$ cat config.mk
export PLATFORM = sky130hd
export DESIGN_NAME = fetch_unit_flat
export DESIGN_NICKNAME = d
export VERILOG_FILES = /design/src/rtl/fetch_pkg.sv /design/src/rtl/fetch_unit_if.sv /design/src/rtl/fetch_unit_adder.sv /design/src/rtl/fetch_unit.sv /design/src/flat_wrapper.sv
export SDC_FILE = /design/constraint.sdc
export NUM_CORES = 1
export LEC_CHECK = 0
export ABC_AREA = 0
export CORE_UTILIZATION = 45
export CTS_CLUSTER_DIAMETER = 30
export DETAILED_ROUTE_END_ITERATION = 6
export PLACE_DENSITY = 0.95
export SLEW_MARGIN = 20
export SYNTH_ARGS = -nofsm -noshare
export SYNTH_HDL_FRONTEND = slang
export SYNTH_SLANG_ARGS = --single-unit
$ cat constraint.sdc
create_clock -name clk -period 5.5 [get_ports clk]
set_clock_uncertainty 0.1 [all_clocks]
set_input_delay 1.375 -clock clk [delete_from_list [all_inputs] [get_ports clk]]
set_output_delay 1.375 -clock clk [all_outputs]
set_load 0.01 [all_outputs]
$ cat src/rtl/fetch_pkg.sv
// Shared types and constants for the instruction fetch front end.
package fetch_pkg;

  typedef enum logic [2:0] {BOOT, REQ, WAIT, HOLD, FAULT} state_e;

  localparam logic [31:0] NOP_INST         = 32'h0000_0013;
  localparam logic [63:0] DEFAULT_RESET_PC = 64'h0000_0000_0000_0000;

endpackage

$ cat src/rtl/fetch_unit_if.sv
// Fetch unit bus: decode/execute handshake plus instruction-memory req/gnt/rvalid.
// The misaligned flag exists only when FETCH_ALIGN_CHECK_EN is defined.
interface fetch_unit_if #(
  parameter int unsigned XLEN = 64
) ();

  logic [XLEN-1:0] in;
  logic            inst_ready;
  logic            inst_valid;
  logic [31:0]     inst;
  logic [XLEN-1:0] out;
  logic [XLEN-1:0] PC4;
  logic            imem_req;
  logic [XLEN-1:0] imem_addr;
  logic            imem_gnt;
  logic            imem_rvalid;
  logic [31:0]     imem_rdata;
`ifdef FETCH_ALIGN_CHECK_EN
  logic            misaligned;
`endif

  modport master (
    input  in, inst_ready, imem_gnt, imem_rvalid, imem_rdata,
`ifdef FETCH_ALIGN_CHECK_EN
    output misaligned,
`endif
    output inst_valid, inst, out, PC4, imem_req, imem_addr
  );

  modport slave (
    output in, inst_ready, imem_gnt, imem_rvalid, imem_rdata,
`ifdef FETCH_ALIGN_CHECK_EN
    input  misaligned,
`endif
    input  inst_valid, inst, out, PC4, imem_req, imem_addr
  );

endinterface

$ cat src/rtl/fetch_unit_adder.sv
// Generic add/subtract unit: o_s = i_a + i_b when i_m=0, i_a - i_b when i_m=1.
module fetch_unit_adder #(
  parameter int unsigned W = 64
) (
  input  logic [W-1:0] i_a,
  input  logic [W-1:0] i_b,
  input  logic         i_m,
  output logic [W-1:0] o_s
);

  assign o_s = i_m ? (i_a - i_b) : (i_a + i_b);

endmodule

$ cat src/rtl/fetch_unit.sv
// Fetch front end: owns the PC, fetches one instruction at a time, hands it downstream.
// Optional FETCH_ALIGN_CHECK_EN traps a misaligned next PC into a sticky FAULT state.
module fetch_unit
  import fetch_pkg::*;
#(
  parameter int unsigned     XLEN     = 64,
  parameter logic [XLEN-1:0] RESET_PC = XLEN'(DEFAULT_RESET_PC)
) (
  input  logic         clk,
  input  logic         reset,
  fetch_unit_if.master bus
);

  localparam logic [XLEN-1:0] PcStep = XLEN'(4);

  state_e          r_state;
  logic [XLEN-1:0] r_pc;
  logic [XLEN-1:0] r_pc4;
  logic [31:0]     r_inst;
  logic            r_valid;
  logic            r_req;
`ifdef FETCH_ALIGN_CHECK_EN
  logic            r_misaligned;
`endif

  logic [XLEN-1:0] w_adder_a;
  logic [XLEN-1:0] w_pc4_next;

  // One adder serves both the reset value and the retire-time next PC4.
  assign w_adder_a = reset ? RESET_PC : bus.in;

  fetch_unit_adder #(
    .W (XLEN)
  ) u_pc4_adder (
    .i_a (w_adder_a),
    .i_b (PcStep),
    .i_m (1'b0),
    .o_s (w_pc4_next)
  );

  always_ff @(posedge clk) begin
    if (reset) begin
      r_state      <= BOOT;
      r_pc         <= RESET_PC;
      r_pc4        <= w_pc4_next;
      r_inst       <= NOP_INST;
      r_valid      <= 1'b0;
      r_req        <= 1'b0;
`ifdef FETCH_ALIGN_CHECK_EN
      r_misaligned <= 1'b0;
`endif
    end else begin
      case (r_state)
        BOOT: begin
          r_state <= REQ;
          r_req   <= 1'b1;
        end
        REQ: begin
          if (bus.imem_gnt) begin
            r_state <= WAIT;
            r_req   <= 1'b0;
          end
        end
        WAIT: begin
          if (bus.imem_rvalid) begin
            r_inst  <= bus.imem_rdata;
            r_valid <= 1'b1;
            r_state <= HOLD;
          end
        end
        HOLD: begin
          if (bus.inst_ready) begin
            r_pc    <= bus.in;
            r_pc4   <= w_pc4_next;
            r_valid <= 1'b0;
`ifdef FETCH_ALIGN_CHECK_EN
            if (bus.in[1:0] != 2'b00) begin
              r_state      <= FAULT;
              r_misaligned <= 1'b1;
            end else begin
              r_state <= REQ;
              r_req   <= 1'b1;
            end
`else
            r_state <= REQ;
            r_req   <= 1'b1;
`endif
          end
        end
        FAULT: r_state <= FAULT;
        default: begin
          r_state <= BOOT;
          r_req   <= 1'b0;
        end
      endcase
    end
  end

  assign bus.inst_valid = r_valid;
  assign bus.inst       = r_inst;
  assign bus.out        = r_pc;
  assign bus.PC4        = r_pc4;
  assign bus.imem_req   = r_req;
  assign bus.imem_addr  = r_pc;
`ifdef FETCH_ALIGN_CHECK_EN
  assign bus.misaligned = r_misaligned;
`endif

endmodule

$ cat src/flat_wrapper.sv
// flat-port wrapper written by rule: the top's interface ports become plain ports
module fetch_unit_flat import fetch_pkg::*;
#(
  parameter int unsigned     XLEN     = 64,
  parameter logic [XLEN-1:0] RESET_PC = XLEN'(DEFAULT_RESET_PC)
)
  (clk, reset, bus_in, bus_inst_ready, bus_imem_gnt, bus_imem_rvalid, bus_imem_rdata, bus_inst_valid, bus_inst, bus_out, bus_PC4, bus_imem_req, bus_imem_addr);
  fetch_unit_if #(.XLEN(XLEN)) bus_i ();
  input  logic clk;
  input  logic reset;
  input wire logic [$bits(bus_i.in)-1:0] bus_in;
  input wire logic [$bits(bus_i.inst_ready)-1:0] bus_inst_ready;
  input wire logic [$bits(bus_i.imem_gnt)-1:0] bus_imem_gnt;
  input wire logic [$bits(bus_i.imem_rvalid)-1:0] bus_imem_rvalid;
  input wire logic [$bits(bus_i.imem_rdata)-1:0] bus_imem_rdata;
  output wire logic [$bits(bus_i.inst_valid)-1:0] bus_inst_valid;
  output wire logic [$bits(bus_i.inst)-1:0] bus_inst;
  output wire logic [$bits(bus_i.out)-1:0] bus_out;
  output wire logic [$bits(bus_i.PC4)-1:0] bus_PC4;
  output wire logic [$bits(bus_i.imem_req)-1:0] bus_imem_req;
  output wire logic [$bits(bus_i.imem_addr)-1:0] bus_imem_addr;
  assign bus_i.in = bus_in;
  assign bus_i.inst_ready = bus_inst_ready;
  assign bus_i.imem_gnt = bus_imem_gnt;
  assign bus_i.imem_rvalid = bus_imem_rvalid;
  assign bus_i.imem_rdata = bus_imem_rdata;
  assign bus_inst_valid = bus_i.inst_valid;
  assign bus_inst = bus_i.inst;
  assign bus_out = bus_i.out;
  assign bus_PC4 = bus_i.PC4;
  assign bus_imem_req = bus_i.imem_req;
  assign bus_imem_addr = bus_i.imem_addr;
  fetch_unit #(.XLEN(XLEN), .RESET_PC(RESET_PC)) u_core (.clk(clk), .reset(reset), .bus(bus_i));
endmodule
Word-level counts from Yosys, hierarchy flattened
Cells that the tools add are included.
Operators by class
  equality and inequality tests: 7
  magnitude comparators: 0
  reduce and logical (&&, ||, !) cells: 11
  div/mod/pow operators: 0
  $add $sub $neg: 1
  bitwise gates (word level): 1
  shift operators: 0
  multiply operators: 0
  mux-type cells: 14
Operator list (count)
  $mux W64: 4
  $add A64 B3 Y64 const B: 1
  $pmux W3 S5: 1
  $mux W3: 3
  $reduce_and A3 Y1: 3
  $eq A3 B2 Y1 const B: 2
  $ne A2 B2 Y1 const B: 3
  $reduce_and A2 Y1: 3
  $reduce_bool A2 Y1: 3
  $mux W1: 4
  $pmux W1 S4: 1
  $eq A3 B1 Y1 const B: 1
  $eq A3 B3 Y1 const B: 1
  $logic_not A3 Y1: 1
  $pmux W1 S2: 1
  $reduce_or A2 Y1: 1
  $not A1 Y1: 1
Storage, ports and cells
  flip-flop bits (word level): 165
  ROM bits: 0
  output and inout bits: 226
  latch bits: 0
  RAM bits: 0
  memories kept: 0
  bits of input ports: 101
  logic and storage cells: 40

Depth between registers and ports, before layout
Gate-level depths: netlist of the first run.
  word-level depth: 5
  depth in mapped cells: 10
  depth with buffers taken out: 7

Hierarchy
Synthesis of the first run repeated with hierarchy kept, for this count alone.
Second synthesis, totals
  cell total of the unflattened synthesis: 1448
  area, all modules: 11707.5 um^2
By module, submodules not included
  fetch_unit: seq. area each 3943.8 um^2, instances 1, cells each 646, area each 6449.9 um^2
  fetch_unit_adder: seq. area each 0.0 um^2, instances 1, cells each 802, area each 5257.5 um^2

Worst setup path before layout of the first run
Ideal clock, no wire load.
  path type: input-to-reg
  from: in reset
  to: reg u_core.r_pc4[0], in the netlist u_core.bus.PC4[0], enable pin
  library setup time: 433 ps
  path buffers: 2
  setup slack: 1474 ps
  arrival: 3492 ps
  stages: 3
  data required time: 4967 ps
  cell sequence: clkbuf_1 clkbuf_1 nand2b_1
On the way
  word-level cells in the longest chain between the ends: 2
  elaborated cells between the ends (all ways): 3
  classes of those cells: reduce/logical (3)
RTL lines
  start: declaration: line flat_wrapper.sv:10  | input logic reset;
  $reduce_bool A2 Y1 (no line)
  $reduce_and A2 Y1 (no line) (*)
  end signal: assignment: line fetch_unit.sv:45  | r_pc4 <= w_pc4_next;
  end signal: assignment: line fetch_unit.sv:74  | r_pc4 <= w_pc4_next;
  end: declaration: line fetch_unit.sv:18  | logic [XLEN-1:0] r_pc4;
Every way passes the cells marked *; elsewhere a longest branch is shown, timed or not.
A chain may end at the register's enable or synchronous reset.

Worst setup path in the final report of the first run
  from: in bus_in[2]
  to: reg u_core.r_pc4[58], in the netlist u_core.bus.PC4[58] (data pin)
On the way
  word-level cells in the longest chain between the ends: 5
RTL lines
  start: declaration: line flat_wrapper.sv:11  | input wire logic [$bits(bus_i.in)-1:0] bus_in;
  $mux W64 (*): line fetch_unit.sv:30  | assign w_adder_a = reset ? RESET_PC : bus.in;
  $add A64 B3 Y64 (*): line fetch_unit_adder.sv:11  | assign o_s = i_m ? (i_a - i_b) : (i_a + i_b);
  net u_core.u_pc4_adder.o_s[58]: line fetch_unit_adder.sv:8  | output logic [W-1:0] o_s
  $mux W64: line fetch_unit.sv:72  | if (bus.inst_ready) begin
  $mux W64: line fetch_unit.sv:53  | case (r_state)
  $mux W64 (*): line fetch_unit.sv:42  | if (reset) begin
The timed path passes the listed nets; every way through them passes the cells marked *. The select of a mux whose other input is x is not followed.

==> reports/qor.csv, run 1 <==
metric,value,unit
dominant cell type by area after synthesis,dfxtp_1,
Min-Delay Endpoint,u_core.bus.inst[23],
Post-synth EDFFs,64,
Post-Place Worst Slack,0.8911,ns
post-synthesis compound-gate area fraction,0.09254,
vias in the first global route,7050,
Worst Path Max Fanout,15,
H-tree levels,4,
Die X,132.5,um
main combinational cell family by area after synthesis,simple AND/OR/NAND/NOR gates,
initial DRC count,549,
CP Class,input port to flip-flop,
Clock transition at path regs,0.06,ns
R2R Setup Slk,2.91,ns
layout cells sized above 1,0.05396,
Yosys cell types,44,
"Cell Area, Synth",7666,um^2
# rows,47,
post-route core utilization,0.6794,
clk buf depth,2,
Final ANT Viol Nets,0,
power density cells,263.1,nW/um^2
Mapped Avg Cell Area,8.956,um^2
Port Buffers,326,
critical path's top delay family,simple AND/OR/NAND/NOR gates,
mux cell area share after synthesis,0.002775,
Hold Crit Start,u_core.bus.inst[23],
"Slowest-stage cell, CP",or4_1,
RSZ-0062 raised after global routing,no,
Fin. Hold Viols,0,
DRC viols,0,
worst hold stages,2,
Fin Setup TNS,0,ns
post-CTS setup buffers,0,
CP Launch Type,input port,
Post-Route WL,23690,um
simple-gate share of the synthesized area,0.2575,
Rel. slew slack,0.3541,
Total GRT Usage,0.2694,
Fillers,1265,
sequential fraction of the synthesis area,0.5144,
reg2reg path depth,5,
met3 Use GR,0.05900,
M2 GR Usage,0.4822,
Post-Synth XOR/XNOR Area,0.04341,
"FF+latch count, synth",165,
global-route wire length before repair,37020,um
Worst path most repeated cell,nand4_1,
Placer Congestion,0.8445,
CTS Hold Bufs,0,
Reg-to-Reg Start,u_core.r_state[1],
Required @ worst endpoint,5.67,ns
Final WS setup,1.212,ns
WP depth,8,
Critical path buffers and inverters,1,
drt via density,5.409,
GR peak layer,met2,
Clock Tree Root,clkbuf_16,
Leak,3.778,nW
min cycle time layout,4.288,ns
drt wl/cell,17.78,um
# nets final,1201,
final period utilization,0.7797,
placed cell areas,10630,um^2
P&R area growth vs syn,46.97,%
crit path cell chain,"clkdlybuf4s50_1, nor2b_1, ha_1, nand4_1, nor4_2, nand4_1, or4_1, a21oi_1",
most frequent cells in the layout,"325 x clkdlybuf4s50_1, 220 x nand2_1, 111 x a21oi_1, 101 x dfxtp_1, 64 x edfxtp_1",
ranking of synthesized cells by area,"dfxtp_1 26%, edfxtp_1 25%, nand2_1 11%",
syn nets,958,
Inserted Clock Buffers,17,
later-pin clock latency in the skew report,0.42,ns
Antenna Cells,0,
crit end category,flip-flop,
TritonCTS clock tree,yes,
asr flop ratio synth,0,
Starting Density,0.4623,
"commonest non-fill, non-tap cell in the layout",clkdlybuf4s50_1,
pin count of the biggest net entering global routing,73,
crit-path max cell delay,0.68,ns
DIE HEIGHT,132.5,um
worst r2r dst,u_core.bus.imem_addr[45],
Post-CTS Resized,0,
CTS Sinks,165,
post-synthesis cell count,856,
GRT Residual Overflow,0,
Worst Hold Class,flip-flop to flip-flop,
Max Freq,233.2,MHz
Ys Warns,0,
io pins,327,
status,finished clean,
area fraction of the dominant cell type after synthesis,0.2638,
CORE AREA,16580,um^2
post-route design area,11270,um^2
DP Wirelength,16830,um
met1 Usage GRT,0.3137,
Max Cap Viol,0,
worst slew pin tran,0.9689,ns
# setup viols final,0,
Max IR drop VDD,0.0001929,V
adder-cell share of the synthesized area,0.001632,
antenna violations before repair,0,
Main synth FF type,dfxtp_1,
DRT Pass-1 Iters,5,
Worst EP arrival,4.46,ns
via count,7205,
Final Max Tran Viols,0,
die footprint,17560,um^2
worst register-to-register path, delay by kind of cell, from the launching register on:
family / cells / cell delay [ns]
and+or+nand+nor: 3 / 1.40
buffers and inverters: 1 / 0.46
DFF: 1 / 0.42
AOI/OAI and AO/OA: 1 / 0.14
how the worst max path moves through the flow:
stage / from / endpoint / slack (ns)
CTS: bus_in[2] / u_core.bus.PC4[58] / 1.30
floorplan: reset / u_core.bus.PC4[0] / 1.47
detailed placement: bus_in[2] / u_core.bus.PC4[58] / 0.89
global route: bus_in[2] / u_core.bus.PC4[58] / 1.06
global placement: bus_in[2] / u_core.bus.PC4[58] / 0.99
finish: bus_in[2] / u_core.bus.PC4[58] / 1.21
stage by stage:
| stage | power [W] | std cells | hold slack (ns) |
|---|---|---|---|
| final | 0.002964 | 1332 | 0.3570 |
| after global placement | 0.001713 | 1300 | 0.3405 |
| after floorplan | 0.001500 | 856 | 0.3736 |
| after detailed placement | 0.001724 | 1300 | 0.3453 |
| after global routing | 0.003048 | 1332 | 0.3735 |
| after CTS | 0.002975 | 1332 | 0.3555 |
power by group:
group	total [W]	internal, W	switching [W]	leakage [nW]
sequential	0.00134	0.00132	0.0000210	1.47
combinational	0.000360	0.000183	0.000177	2.00
clock	0.00126	0.000729	0.000534	0.314
cell usage after synthesis (2+ instances only):
master      n
nor2_1     41
nand3b_1    3
and2_1      2
nor4_1      6
and3_1      9
xor2_1     16
edfxtp_1   64
a21oi_1   111
nor2b_1    17
or4_1       5
nand4_2     3
buf_2       2
nand4_1    20
nand3_1    23
buf_1       6
xnor2_1    22
o21ai_0    15
nor4_4      3
o31ai_1     8
nand4_4     2
dfxtp_1   101
buf_4      64
and4_1      3
nand2b_1   13
nor3_2      2
clkbuf_1   34
inv_1       7
or3_1      12
nand2_1   220
nor4_2      3
nor3_1      6
area by class of cell:
| cell class | count | area (um^2) | share of cell area |
|---|---|---|---|
| timing repair buffer | 331 | 3298 | 0.2927 |
| multi-input combinational | 577 | 3084 | 0.2737 |
| sequential | 165 | 3944 | 0.3500 |
| clock inverter | 10 | 88.84 | 0.007884 |
| tap | 220 | 275.3 | 0.02443 |
| clock buffer | 22 | 550.5 | 0.04886 |
| inverter | 7 | 26.28 | 0.002332 |
per-layer routing:
layer / vias to the layer above / share of wire / wire length [um]
met3: 45 / 0.072 / 1708
li1: 3353 / - / -
met5: - / 0 / 0
met1: 3429 / 0.39 / 9196
met4: 0 / 0.025 / 582
met2: 378 / 0.51 / 12200
kinds of logic after synthesis:
kind of cell               Yosys count
muxes                                2
AOI/OAI and AO/OA                  136
buffers and inverters              114
adders and majority gates            1
xor gates and xnor gates            38
DFF                                165
and+or+nand+nor                    400
sequential cells by signal, indices dropped and copies added (netlist names):
register / count
u_core.bus.inst: 32
u_core.bus.inst_valid: 1
u_core.bus.imem_addr: 64
u_core.r_state: 3
u_core.bus.PC4: 64
u_core.bus.imem_req: 1
Note: power is estimated with default switching activity, not from simulation.
==> inputs of run 2 (changes only) <==
--- a/config.mk
+++ b/config.mk
@@ -6,10 +6,10 @@
 export NUM_CORES = 1
 export LEC_CHECK = 0
 export ABC_AREA = 0
-export CORE_UTILIZATION = 45
+export CORE_UTILIZATION = 43
 export CTS_CLUSTER_DIAMETER = 30
 export DETAILED_ROUTE_END_ITERATION = 6
-export PLACE_DENSITY = 0.95
+export PLACE_DENSITY = 0.92
 export SLEW_MARGIN = 20
 export SYNTH_ARGS = -nofsm -noshare
 export SYNTH_HDL_FRONTEND = slang
==> constraint.sdc (replaced) <==
create_clock -name clk -period 4.27 [get_ports clk]
set_clock_uncertainty 0.1 [all_clocks]
set_input_delay 1.0675 -clock clk [delete_from_list [all_inputs] [get_ports clk]]
set_output_delay 1.0675 -clock clk [all_outputs]
set_load 0.01 [all_outputs]
==> reports/qor.csv, run 2 (synthesis results as in run 1) <==
metric,value,unit
Clock Tree Root,clkbuf_16,
Inserted Clock Buffers,17,
Fin. Hold Viols,0,
Fin Setup TNS,0,ns
Max Freq,279.7,MHz
Comb pwr share,0.119,
# setup viols final,0,
Placer Congestion,0.8503,
Worst Hold Class,flip-flop to flip-flop,
design internal power,0.002988,W
DRC viols,0,
later-pin clock latency in the skew report,0.41,ns
critical path's top delay family,simple AND/OR/NAND/NOR gates,
DRT Pass-1 Iters,7,
Worst path most repeated cell,nand4_1,
post-route total power,0.003895,W
DP Wirelength,17330,um
Clk pwr share,0.437,
sequential power share,0.443,
"commonest non-fill, non-tap cell in the layout",clkdlybuf4s50_1,
Worst EP arrival,3.73,ns
M2 GR Usage,0.4359,
crit path cell chain,"clkdlybuf4s50_1, nor2b_1, ha_1, nand4_1, nor4_2, nand4_1, buf_4, or3_1, a21oi_1",
min cycle time layout,3.576,ns
H-tree levels,4,
Port Buffers,326,
met3 Use GR,0.06659,
R2R Setup Slk,2.00,ns
Total GRT Usage,0.2547,
Rel. slew slack,0.3585,
drt wl/cell,17.68,um
CORE AREA,17360,um^2
# rows,48,
via count,7099,
"Slowest-stage cell, CP",clkdlybuf4s50_1,
CTS Hold Bufs,0,
Critical path buffers and inverters,2,
io pins,327,
Clock transition at path regs,0.07,ns
die footprint,18370,um^2
CP Launch Type,input port,
Max Cap Viol,0,
DIE HEIGHT,135.5,um
# nets final,1208,
Max IR drop VDD,0.0002785,V
Post-CTS Resized,0,
drt via density,5.282,
P&R area growth vs syn,48.05,%
Antenna Cells,0,
Die X,135.5,um
GRT Residual Overflow,0,
CP Class,input port to flip-flop,
Post-Route WL,23770,um
power density cells,343.2,nW/um^2
antenna violations before repair,0,
initial DRC count,597,
crit end category,flip-flop,
TritonCTS clock tree,yes,
final period utilization,0.8374,
Final Max Tran Viols,0,
Final ANT Viol Nets,0,
Leak,3.813,nW
CTS Sinks,165,
most frequent cells in the layout,"325 x clkdlybuf4s50_1, 220 x nand2_1, 111 x a21oi_1, 101 x dfxtp_1, 64 x edfxtp_1",
Worst Path Max Fanout,11,
vias in the first global route,6696,
Starting Density,0.4417,
clk buf depth,2,
worst slew pin tran,0.9622,ns
Switching Fraction,0.2330,
Required @ worst endpoint,4.43,ns
crit-path max cell delay,0.53,ns
layout cells sized above 1,0.05630,
RSZ-0062 raised after global routing,no,
post-CTS setup buffers,0,
global-route wire length before repair,35550,um
met1 Usage GRT,0.3029,
GR peak layer,met2,
status,finished clean,
pin count of the biggest net entering global routing,75,
Switching Power,0.0009077,W
## run 2: layout make-up
| cell class | count | area (um^2) |
|---|---|---|
| fillers | 1390 | 6007 |
| clock inverters | 14 | 224.0 |
| well taps | 225 | 281.5 |
| clock buffers | 18 | 429.2 |
| repair buffers | 338 | 3367 |
| flip-flops and latches | 165 | 3944 |
| multi-input cells | 577 | 3078 |
| inverters | 7 | 26.28 |
## run 2: per-stage QoR
step	hold slack, ns	instance area, um^2	setup slack [ns]	utilization	cells
finish	0.3532	11350	0.6944	0.6539	1344
global route	0.3733	11350	0.5774	0.6539	1344
CTS	0.3569	11350	0.7255	0.6539	1344
detailed placement	0.3471	10700	0.2947	0.6163	1312
global placement	0.3405	10700	0.3872	0.6163	1312
floorplan	0.3736	7666	0.5518	-	856
## run 2: power by group through the flow
stage | Clock (W) | Combinational [W] | Sequential, W
6_report | 0.00170 | 0.000465 | 0.00173
5_1_grt | 0.00179 | 0.000494 | 0.00173
4_1_cts | 0.00173 | 0.000465 | 0.00173
3_5_place_dp | 0 | 0.000462 | 0.00176
3_3_place_gp | 0 | 0.000453 | 0.00176
2_1_floorplan | 0 | 0.000142 | 0.00179
## run 2: per-layer routing
metal	part of all wire	routed length, um
met5	0	0
met4	0.032	749
met3	0.071	1693
met2	0.50	11980
met1	0.39	9347
## run 2: path summary, 6_finish.rpt
kind / start / endpoint / cells after the start
setup / recovery: bus_in[2] / u_core.bus.PC4[54] / 9
hold / removal: u_core.bus.inst[3] / u_core.bus.inst[3] / 2
setup reg to reg: u_core.r_state[1] / u_core.bus.inst[9] / 5
hold reg to reg: u_core.bus.inst[3] / u_core.bus.inst[3] / 2
## run 2: worst register-to-register path, delay by kind of cell, from the launching register on
| family | cells | cell delay [ns] |
|---|---|---|
| and+or+nand+nor | 3 | 1.25 |
| DFF | 1 | 0.42 |
| buffers and inverters | 1 | 0.30 |
| AOI/OAI and AO/OA | 1 | 0.13 |
==> inputs of run 3 (changes only) <==
--- a/config.mk
+++ b/config.mk
@@ -6,10 +6,10 @@
 export NUM_CORES = 1
 export LEC_CHECK = 0
 export ABC_AREA = 0
-export CORE_UTILIZATION = 43
+export CORE_UTILIZATION = 39
 export CTS_CLUSTER_DIAMETER = 30
 export DETAILED_ROUTE_END_ITERATION = 6
-export PLACE_DENSITY = 0.92
+export PLACE_DENSITY = 0.89
 export SLEW_MARGIN = 20
 export SYNTH_ARGS = -nofsm -noshare
 export SYNTH_HDL_FRONTEND = slang
==> constraint.sdc (replaced) <==
create_clock -name clk -period 2.9 [get_ports clk]
set_clock_uncertainty 0.1 [all_clocks]
set_input_delay 0.725 -clock clk [delete_from_list [all_inputs] [get_ports clk]]
set_output_delay 0.725 -clock clk [all_outputs]
set_load 0.01 [all_outputs]
==> reports/qor.csv, run 3 (synthesis results as in run 1) <==
metric,value,unit
status,finished clean,
worst slew pin tran,0.4194,ns
Total GRT Usage,0.2505,
Placer Congestion,0.8630,
RSZ-0062 raised after global routing,no,
Final Max Tran Viols,0,
Clock Tree Root,clkbuf_16,
Post-Route WL,25630,um
crit end category,flip-flop,
pin count of the biggest net entering global routing,66,
Post-Place Worst Slack,-0.4694,ns
clk buf depth,2,
layout cells sized above 1,0.1370,
initial DRC count,425,
sequential power share,0.463,
Clock transition at path regs,0.07,ns
post-route core utilization,0.6397,
via count,7570,
TritonCTS clock tree,yes,
DIE HEIGHT,142.2,um
design internal power,0.004144,W
Port Buffers,326,
min cycle time layout,2.805,ns
Register Area,3944,um^2
drt via density,5.136,
Final ANT Viol Nets,0,
Inserted Clock Buffers,17,
H-tree levels,4,
Worst Path Max Fanout,4,
final period utilization,0.9671,
Switching Power,0.001353,W
P&R area growth vs syn,58.18,%
Fin Setup TNS,0,ns
die footprint,20220,um^2
Starting Density,0.4044,
drt wl/cell,17.39,um
Clk pwr share,0.399,
area of the multi-input gates,3153,um^2
Final WS setup,0.09547,ns
DRC viols,0,
Required @ worst endpoint,3.08,ns
CP Class,input port to flip-flop,
later-pin clock latency in the skew report,0.41,ns
Leak,4.279,nW
Fin. Hold Viols,0,
Fillers,1492,
# rows,50,
R2R Setup Slk,1.01,ns
DP Wirelength,19050,um
Max IR drop VDD,0.0003888,V
Worst Hold Class,flip-flop to flip-flop,
antenna violations before repair,2,
Die X,142.2,um
power density cells,453.3,nW/um^2
GRT Residual Overflow,0,
CP Launch Type,input port,
Rel. slew slack,0.7204,
# nets final,1301,
CORE AREA,18960,um^2
vias in the first global route,7653,
Comb pwr share,0.139,
DRT Pass-1 Iters,5,
"commonest non-fill, non-tap cell in the layout",clkdlybuf4s50_1,
CTS Sinks,165,
Max Cap Viol,0,
Switching Fraction,0.2462,
io pins,327,
Worst EP arrival,2.98,ns
# setup viols final,0,
most frequent cells in the layout,"323 x clkdlybuf4s50_1, 220 x nand2_1, 107 x a21oi_1, 101 x dfxtp_1, 100 x buf_4",
global-route wire length before repair,39100,um
post-route total power,0.005497,W
Max Freq,356.6,MHz
## run 3: power by group through the flow
stage / Clock (W) / Sequential [W] / Combinational [W]
4_1_cts: 0.00222 / 0.00254 / 0.000755
5_1_grt: 0.00233 / 0.00255 / 0.000809
6_report: 0.00219 / 0.00254 / 0.000763
3_3_place_gp: 0 / 0.00259 / 0.000734
3_5_place_dp: 0 / 0.00260 / 0.000750
2_1_floorplan: 0 / 0.00263 / 0.000210
## run 3: area by class of cell
type | instances | area share
multi-input combinational | 577 | 0.2600
antenna | 2 | 0.0004127
clock buffer | 21 | 0.03797
timing repair buffer | 431 | 0.3390
tap | 260 | 0.02683
clock inverter | 11 | 0.008357
sequential | 165 | 0.3252
inverter | 7 | 0.002167
## run 3: worst max-delay path, stage by stage
cell	delay, ns
clkdlybuf4s50_1	0.56
buf_4	0.15
nand4_1	0.17
buf_4	0.20
nor4_4	0.24
buf_6	0.17
nand4_4	0.11
or4_4	0.51
a21oi_2	0.15
## run 3: stage by stage
| step | cell area (um^2) | hold slack, ns | instances |
|---|---|---|---|
| finish | 12130 | 0.3537 | 1474 |
| global route | 12130 | 0.3799 | 1474 |
| CTS | 12000 | 0.3546 | 1468 |
| detailed placement | 11410 | 0.3461 | 1434 |
| global placement | 11410 | 0.3414 | 1434 |
| floorplan | 7670 | 0.3736 | 856 |
## run 3: metal layers
metal / GRT usage / wire length, um / up-vias
met5: 0 / 0 / -
met4: 0.1126 / 852 / 0
met3: 0.05855 / 2091 / 59
met2: 0.4399 / 12830 / 392
met1: 0.2890 / 9858 / 3563
li1: - / - / 3556
## run 3: worst paths after layout
| kind | to | cells past startpoint | start |
|---|---|---|---|
| hold reg to reg | u_core.bus.inst[20] | 2 | u_core.bus.inst[20] |
| setup / recovery | u_core.bus.PC4[60] | 9 | bus_in[5] |
| setup reg to reg | u_core.bus.PC4[31] | 4 | u_core.r_state[1] |
| hold / removal | u_core.bus.inst[20] | 2 | u_core.bus.inst[20] |
## run 3: repair_timing
action                                  in CTS  in global routing
pin swaps                                    3                  7
hold endpoints to repair                     0                  0
buffers inserted                             2                  4
gates resized for setup                      2                 18
hold buffers                                 0                  0
endpoints found under the setup margin       6                 12
